$ cat src/rtl/pipe_fft_dly_line_if.sv
`default_nettype none
// ============================================================================
// Module   : pipe_fft_dly_line_if
// Brief    : Data/control bundle between a butterfly stage and its delay line.
// Revision : 1.0 - initial release
// ============================================================================
interface pipe_fft_dly_line_if #(
  parameter int WIDTH = 66,
  parameter int DEPTH = 32
);
  localparam int AW = $clog2(DEPTH);

  logic             ce;
  logic             flush;
  logic [AW:0]      dly_len;
  logic             din_vld;
  logic [WIDTH-1:0] din;
  logic [WIDTH-1:0] dout;
  logic             dout_vld;
  logic             primed;
  logic             len_err;

  modport master (
    output ce, flush, dly_len, din_vld, din,
    input  dout, dout_vld, primed, len_err
  );

  modport slave (
    input  ce, flush, dly_len, din_vld, din,
    output dout, dout_vld, primed, len_err
  );
endinterface
`default_nettype wire

$ cat src/rtl/pipe_fft_dly_line.sv
`default_nettype none
// ============================================================================
// Module   : pipe_fft_dly_line
// Brief    : Run-time length circular-buffer delay line for pipelined FFT
//            stages. Optional macro PIPEFFT_DLY_ZERO_FILL_EN zeroes dout
//            until the line is primed.
// Revision : 1.0 - initial release
// ============================================================================
module pipe_fft_dly_line #(
  parameter int WIDTH = 66,
  parameter int DEPTH = 32
) (
  input  logic                clk,
  input  logic                nGrst,
  pipe_fft_dly_line_if.slave  bus
);
  localparam int            AW      = $clog2(DEPTH);
  localparam logic [AW:0]   DEPTH_W = (AW+1)'(DEPTH);
  localparam logic [AW:0]   ONE_W   = (AW+1)'(1);

  logic [WIDTH:0]   mem_q [DEPTH];

  logic [AW-1:0]    wptr_q, wptr_d;
  logic [AW:0]      len_q, len_d;
  logic [AW:0]      fill_q, fill_d;
  logic             primed_q, primed_d;
  logic             dout_vld_q, dout_vld_d;
  logic             len_err_q, len_err_d;
  logic [WIDTH-1:0] dout_q, dout_d;

  logic             len_ok;
  logic [AW-1:0]    rd_addr;
  logic [WIDTH:0]   wr_word;
  logic [WIDTH:0]   rd_word;

  assign len_ok  = (bus.dly_len != '0) && (bus.dly_len <= DEPTH_W);
  assign wr_word = {bus.din_vld, bus.din};

  // Oldest word still needed sits L-1 slots behind the write pointer; the
  // low bits of len_q are 0 when L=DEPTH, which wraps to wptr+1 as intended.
  assign rd_addr = wptr_q + AW'(1) - len_q[AW-1:0];
  assign rd_word = (len_q == ONE_W) ? wr_word : mem_q[rd_addr];

  always_comb begin
    wptr_d     = wptr_q;
    len_d      = len_q;
    fill_d     = fill_q;
    primed_d   = primed_q;
    dout_vld_d = dout_vld_q;
    len_err_d  = len_err_q;
    dout_d     = dout_q;

    if (bus.flush) begin
      wptr_d     = '0;
      fill_d     = '0;
      primed_d   = 1'b0;
      dout_vld_d = 1'b0;
      len_d      = len_ok ? bus.dly_len : DEPTH_W;
      len_err_d  = ~len_ok;
`ifdef PIPEFFT_DLY_ZERO_FILL_EN
      dout_d     = '0;
`endif
    end else if (bus.ce) begin
      wptr_d     = wptr_q + AW'(1);
      fill_d     = (fill_q == len_q) ? fill_q : fill_q + ONE_W;
      primed_d   = (fill_d == len_q);
      dout_vld_d = rd_word[WIDTH] & primed_d;
`ifdef PIPEFFT_DLY_ZERO_FILL_EN
      dout_d     = primed_d ? rd_word[WIDTH-1:0] : '0;
`else
      dout_d     = rd_word[WIDTH-1:0];
`endif
    end
  end

  always_ff @(posedge clk or negedge nGrst) begin
    if (!nGrst) begin
      wptr_q     <= '0;
      len_q      <= DEPTH_W;
      fill_q     <= '0;
      primed_q   <= 1'b0;
      dout_vld_q <= 1'b0;
      len_err_q  <= 1'b0;
      dout_q     <= '0;
    end else begin
      wptr_q     <= wptr_d;
      len_q      <= len_d;
      fill_q     <= fill_d;
      primed_q   <= primed_d;
      dout_vld_q <= dout_vld_d;
      len_err_q  <= len_err_d;
      dout_q     <= dout_d;
    end
  end

  // Storage is deliberately left out of reset; dout_vld masks stale words.
  always_ff @(posedge clk) begin
    if (bus.ce && !bus.flush) begin
      mem_q[wptr_q] <= wr_word;
    end
  end

  assign bus.dout     = dout_q;
  assign bus.dout_vld = dout_vld_q;
  assign bus.primed   = primed_q;
  assign bus.len_err  = len_err_q;

endmodule
`default_nettype wire

$ cat src/flat_wrapper.sv
// flat-port wrapper written by rule: the top's interface ports become plain ports
module pipe_fft_dly_line_flat 
#(
  parameter int WIDTH = 66,
  parameter int DEPTH = 32
)
  (clk, nGrst, bus_ce, bus_flush, bus_dly_len, bus_din_vld, bus_din, bus_dout, bus_dout_vld, bus_primed, bus_len_err);
  pipe_fft_dly_line_if #(.WIDTH(WIDTH), .DEPTH(DEPTH)) bus_i ();
  input  logic clk;
  input  logic nGrst;
  input wire logic [$bits(bus_i.ce)-1:0] bus_ce;
  input wire logic [$bits(bus_i.flush)-1:0] bus_flush;
  input wire logic [$bits(bus_i.dly_len)-1:0] bus_dly_len;
  input wire logic [$bits(bus_i.din_vld)-1:0] bus_din_vld;
  input wire logic [$bits(bus_i.din)-1:0] bus_din;
  output wire logic [$bits(bus_i.dout)-1:0] bus_dout;
  output wire logic [$bits(bus_i.dout_vld)-1:0] bus_dout_vld;
  output wire logic [$bits(bus_i.primed)-1:0] bus_primed;
  output wire logic [$bits(bus_i.len_err)-1:0] bus_len_err;
  assign bus_i.ce = bus_ce;
  assign bus_i.flush = bus_flush;
  assign bus_i.dly_len = bus_dly_len;
  assign bus_i.din_vld = bus_din_vld;
  assign bus_i.din = bus_din;
  assign bus_dout = bus_i.dout;
  assign bus_dout_vld = bus_i.dout_vld;
  assign bus_primed = bus_i.primed;
  assign bus_len_err = bus_i.len_err;
  pipe_fft_dly_line #(.WIDTH(WIDTH), .DEPTH(DEPTH)) u_core (.clk(clk), .nGrst(nGrst), .bus(bus_i));
endmodule
$ cat config.mk
export PLATFORM = sky130hd
export DESIGN_NAME = pipe_fft_dly_line_flat
export DESIGN_NICKNAME = d
export VERILOG_FILES = /design/src/rtl/pipe_fft_dly_line_if.sv /design/src/rtl/pipe_fft_dly_line.sv /design/src/flat_wrapper.sv
export SDC_FILE = /design/constraint.sdc
export NUM_CORES = 2
export LEC_CHECK = 0
export ABC_AREA = 1
export CORE_MARGIN = 1.5
export CORE_UTILIZATION = 50
export DETAILED_ROUTE_END_ITERATION = 16
export GPL_ROUTABILITY_DRIVEN = 0
export PLACE_DENSITY_LB_ADDON = 0.25
export SYNTH_ARGS = -nofsm -noshare
export SYNTH_HDL_FRONTEND = slang
export SYNTH_SLANG_ARGS = --single-unit
$ cat constraint.sdc
create_clock -name clk -period 8.3 [get_ports clk]
set_input_delay 0.83 -clock clk [delete_from_list [all_inputs] [get_ports clk]]
set_output_delay 0.83 -clock clk [all_outputs]
set_load 0.005 [all_outputs]
==> results summary <==
The run finished with clean final reports. Among all cell types in the netlist, the one instantiated most often is sky130_fd_sc_hd__edfxtp_1. The cell at the root of the clock tree is sky130_fd_sc_hd__clkbuf_16. The maximum root-to-sink buffer count came out at 3. The routed wire length is 251900 um. The initial antenna violation count is 4. The clock sink count came out at 2230. The setup slack after placement is 2.715 ns.

The worst hold path belongs to the class primary input to asynchronous set/reset pin. Global routing finished with a remaining overflow of 0. Sequential cells were found to cover about three quarters of the synthesized design area. TritonCTS built the clock tree. The vias per cell is 5.840.

The post-synth design cell area is 89690 um2. Entering global routing, the biggest net connects around 210 pins. Once the clock tree was built, the resizer swapped 0 gates to a different size. The floorplan die area came out at 181900 um2. After clock tree synthesis, the setup repair step added 0 buffers. For this run, the leading register cell type out of synthesis is sky130_fd_sc_hd__edfxtp_1.

The maximum fanout count along the critical path came out at between 150 and 200. The width of the die is 426.5 um. Global routing used 27.50% of the available tracks. The most critical setup path has its startpoint at u_core.wptr_q[0]. The fraction of synthesis flops using an asynchronous set or reset pin is 3.857%. The max-capacitance violation count came out at 0.

The initial DRC count came out at around 7000. The fraction of final layout cells with drive strength greater than 1 is 6.592%. In this run the power density over the cells is 277.7 nW/um2. In this run the cell area measured after placement is 93560 um2.

The number of warnings reported in the yosys synthesis log came out at 0. Port buffering added 145 buffers. In this run the mean area of a mapped cell was around 12 um2. After routing the design area is 100800 um2.

The placed wire-length estimate is roughly 130000 um. The final worst clock skew is 0.04434 ns. The synthesized netlist net count is 7736. The post-detailed-route count of antenna-violating nets is 0. The highest clock rate is 206.4 MHz. Setup violations remaining at the end of the flow were counted as 0. The first global-routing pass estimated 373300 um of wire. For this design the top-level I/O count stands at 146. The number of enable-type register cells in the synthesized netlist is 2144.

At the worst endpoint, the arrival time is 5.62 ns. Relative to the synthesized area, the layout overhead comes to 12.34%. The distinct cell type count of the synthesized netlist came out at 25. Clock-pin slew was measured on the worst setup and hold paths at 0.06 ns. The deepest level of the CTS H-tree is 4.

The largest area contributor in the synthesized netlist is sky130_fd_sc_hd__edfxtp_1. The final-report hold violation count is 0. The design draws 27980 uW.

The final cycle utilization of the critical path is about three fifths. The clock latency on the worst-skew pair came out at ~0.86 ns. The fraction of synthesized cell area taken by the top area cell type is 71.78%.

In this run the critical register-to-register path is launched from u_core.wptr_q[0]. In this run the core area contains approximately 160 standard-cell rows. The synthesized netlist cell count is roughly 7600. In the final routed layout, each cell accounts on average for 24.66 um.

The minimum clock period after layout came out at 4.845 ns. The worst setup path is captured at a register. STA puts the critical path data required time at 9.07 ns. The count of TritonRoute iterations in the first routing pass is 6.

The clock buffer count from CTS came out at 222. Setup repair after global routing left no endpoint under its margin. The die boundary height is between 400 and 500 um. The worst setup path is of the register to register kind. In the synthesized netlist, the cells that appear most often are 2144 x sky130_fd_sc_hd__edfxtp_1, 1768 x sky130_fd_sc_hd__nor2_1, 1270 x sky130_fd_sc_hd__o21ai_0, 1175 x sky130_fd_sc_hd__nand2_1, 336 x sky130_fd_sc_hd__clkbuf_1.

The number of global-route vias before repair is slightly below 60000. The starting density of the core came out at 50.32%. Summed over all failing endpoints, the final setup total negative slack is 0 ns.

The area inside the core boundary is about 180000 um2. The count of pins over their slew limit came out at 0. The worst IR drop on VDD came out at approximately 0.00020 V.

The slew at the pin with the worst max-slew slack came out at approximately 1.3 ns. The number of nets in the final layout came out at 7753. The detailed-route DRC error count came out at 0. The leakage power summed over all cells came out at 0.03460 uW. Setup slack closes at ~3.5 ns. After synthesis, the cell types taking the most area are sky130_fd_sc_hd__edfxtp_1 72%, sky130_fd_sc_hd__nor2_1 7.4%, sky130_fd_sc_hd__o21ai_0 7.1%, sky130_fd_sc_hd__nand2_1 4.9%, sky130_fd_sc_hd__dfrtp_1 2.4%. The type of element launching the critical path is a register.

The routed layout has between 50000 and 60000 vias. The count of state elements after synthesis is ~2200. The max-slew headroom at the worst pin is 14.14%.
==> report_power, final <==
| part | internal (uW) | total (uW) | leakage [uW] | switching, uW |
|---|---|---|---|---|
| Clock | 5500 | 9820 | 0.00348 | 4320 |
| Combinational | 1610 | 5490 | 0.0108 | 3880 |
| Sequential | 12500 | 12700 | 0.0203 | 164 |
| Total | 19600 | 28000 | 0.0346 | 8360 |
==> cells in the final DEF, fill, tap and decap left out, types with 2 or more instances in the layout <==
cell	instances
sky130_fd_sc_hd__edfxtp_1	2144
sky130_fd_sc_hd__nor2_1	1735
sky130_fd_sc_hd__o21ai_0	1270
sky130_fd_sc_hd__nand2_1	1172
sky130_fd_sc_hd__nand3_1	309
sky130_fd_sc_hd__clkbuf_16	223
sky130_fd_sc_hd__a21oi_1	134
sky130_fd_sc_hd__o21ai_1	125
sky130_fd_sc_hd__clkdlybuf4s50_1	121
sky130_fd_sc_hd__buf_4	115
sky130_fd_sc_hd__dfrtp_1	85
sky130_fd_sc_hd__o22ai_1	74
sky130_fd_sc_hd__clkbuf_1	56
sky130_fd_sc_hd__clkinv_1	47
sky130_fd_sc_hd__inv_1	46
sky130_fd_sc_hd__clkinv_2	40
sky130_fd_sc_hd__nor2_4	33
sky130_fd_sc_hd__buf_2	22
sky130_fd_sc_hd__buf_12	19
sky130_fd_sc_hd__clkbuf_8	14
sky130_fd_sc_hd__bufinv_16	13
sky130_fd_sc_hd__clkinv_16	9
sky130_fd_sc_hd__ha_1	8
sky130_fd_sc_hd__clkinvlp_4	7
sky130_fd_sc_hd__xor2_1	5
sky130_fd_sc_hd__clkinv_8	4
sky130_fd_sc_hd__nand2_4	3
sky130_fd_sc_hd__nand4_1	3
sky130_fd_sc_hd__inv_4	3
sky130_fd_sc_hd__diode_2	2
sky130_fd_sc_hd__nor3_1	2
sky130_fd_sc_hd__inv_16	2
sky130_fd_sc_hd__clkinv_4	2
==> layout make-up <==
type | instances | area, um2
fill | 14410 | 77470
sequential | 2230 | 66540
multi-input combinational | 4880 | 21270
clock buffer | 293 | 5983
tap | 2355 | 2947
timing repair buffer | 280 | 2591
clock inverter | 123 | 1201
inverter | 52 | 222.7
antenna | 2 | 5.005
==> registers in the layout, summed over array words and instances (netlist names) <==
register / cells
u_core.mem_q: 2144
u_core.bus.primed: 1
u_core.len_q: 6
u_core.bus.dout_vld: 1
u_core.bus.len_err: 1
u_core.fill_q: 6
u_core.wptr_q: 5
u_core.bus.dout: 66
==> metrics by stage <==
step | util [%] | instances | hold slack, ns
floorplan | - | 7649 | 0.4725
global placement | 52.49 | 9796 | 0.4788
detailed placement | 52.49 | 9796 | 0.4755
CTS | 56.53 | 10210 | 0.4774
global route | 56.53 | 10210 | 0.5113
finish | 56.53 | 10220 | 0.4842
==> logic make-up (layout without fill, tap and decap cells) <==
| kind of cell | count (synthesis) | count (layout) | share of synthesized area [%] |
|---|---|---|---|
| simple gates | 3258 | 3258 | 14.08 |
| flops | 2230 | 2230 | 74.18 |
| compound gates | 1604 | 1604 | 9.056 |
| buf+inv | 539 | 748 | 2.454 |
| fa+ha+maj | 10 | 10 | 0.1479 |
| xor+xnor | 8 | 8 | 0.07812 |
| other cells | 0 | 2 | 0 |
==> worst paths after layout <==
path | to | slack, ns | cells past startpoint
worst min register to register | u_core.bus.primed | 0.48 | 2
worst max register to register | u_core.bus.dout[49] | 3.45 | 13
max in group asynchronous | u_core.bus.dout[15] | 6.33 | 3
min in group clk | u_core.bus.primed | 0.48 | 2
worst min-delay path | u_core.len_q[2] | 0.48 | 2
worst max-delay path | u_core.bus.dout[49] | 3.45 | 13
==> worst max-delay path, cell delays in order (launching register included) <==
cell and delay (ns):
sky130_fd_sc_hd__dfrtp_1 0.45, sky130_fd_sc_hd__inv_1 0.12, sky130_fd_sc_hd__ha_1 0.36, sky130_fd_sc_hd__fa_4 1.08
sky130_fd_sc_hd__buf_12 0.51, sky130_fd_sc_hd__buf_4 0.59, sky130_fd_sc_hd__o21ai_0 0.19, sky130_fd_sc_hd__o21ai_0 0.51
sky130_fd_sc_hd__nand2_1 0.10, sky130_fd_sc_hd__nand3_1 0.12, sky130_fd_sc_hd__nand2_1 0.13, sky130_fd_sc_hd__nand2_1 0.09
sky130_fd_sc_hd__nand3_1 0.08, sky130_fd_sc_hd__a21oi_1 0.14
==> timing repair <==
action,CTS,global route
endpoints found under the setup margin,0,0
hold buffers,1,0
endpoints found under the hold margin,41,0
==> routing by layer <==
layer | vias to the layer above | GRT usage, % | routed length [um]
met3 | 480 | 3.725 | 19630
met2 | 2903 | 44.88 | 121200
met5 | - | 0 | 0
met1 | 29370 | 37.15 | 100200
li1 | 26900 | - | -
met4 | 0 | 11.90 | 10870
(Power assumes the default switching activity.)
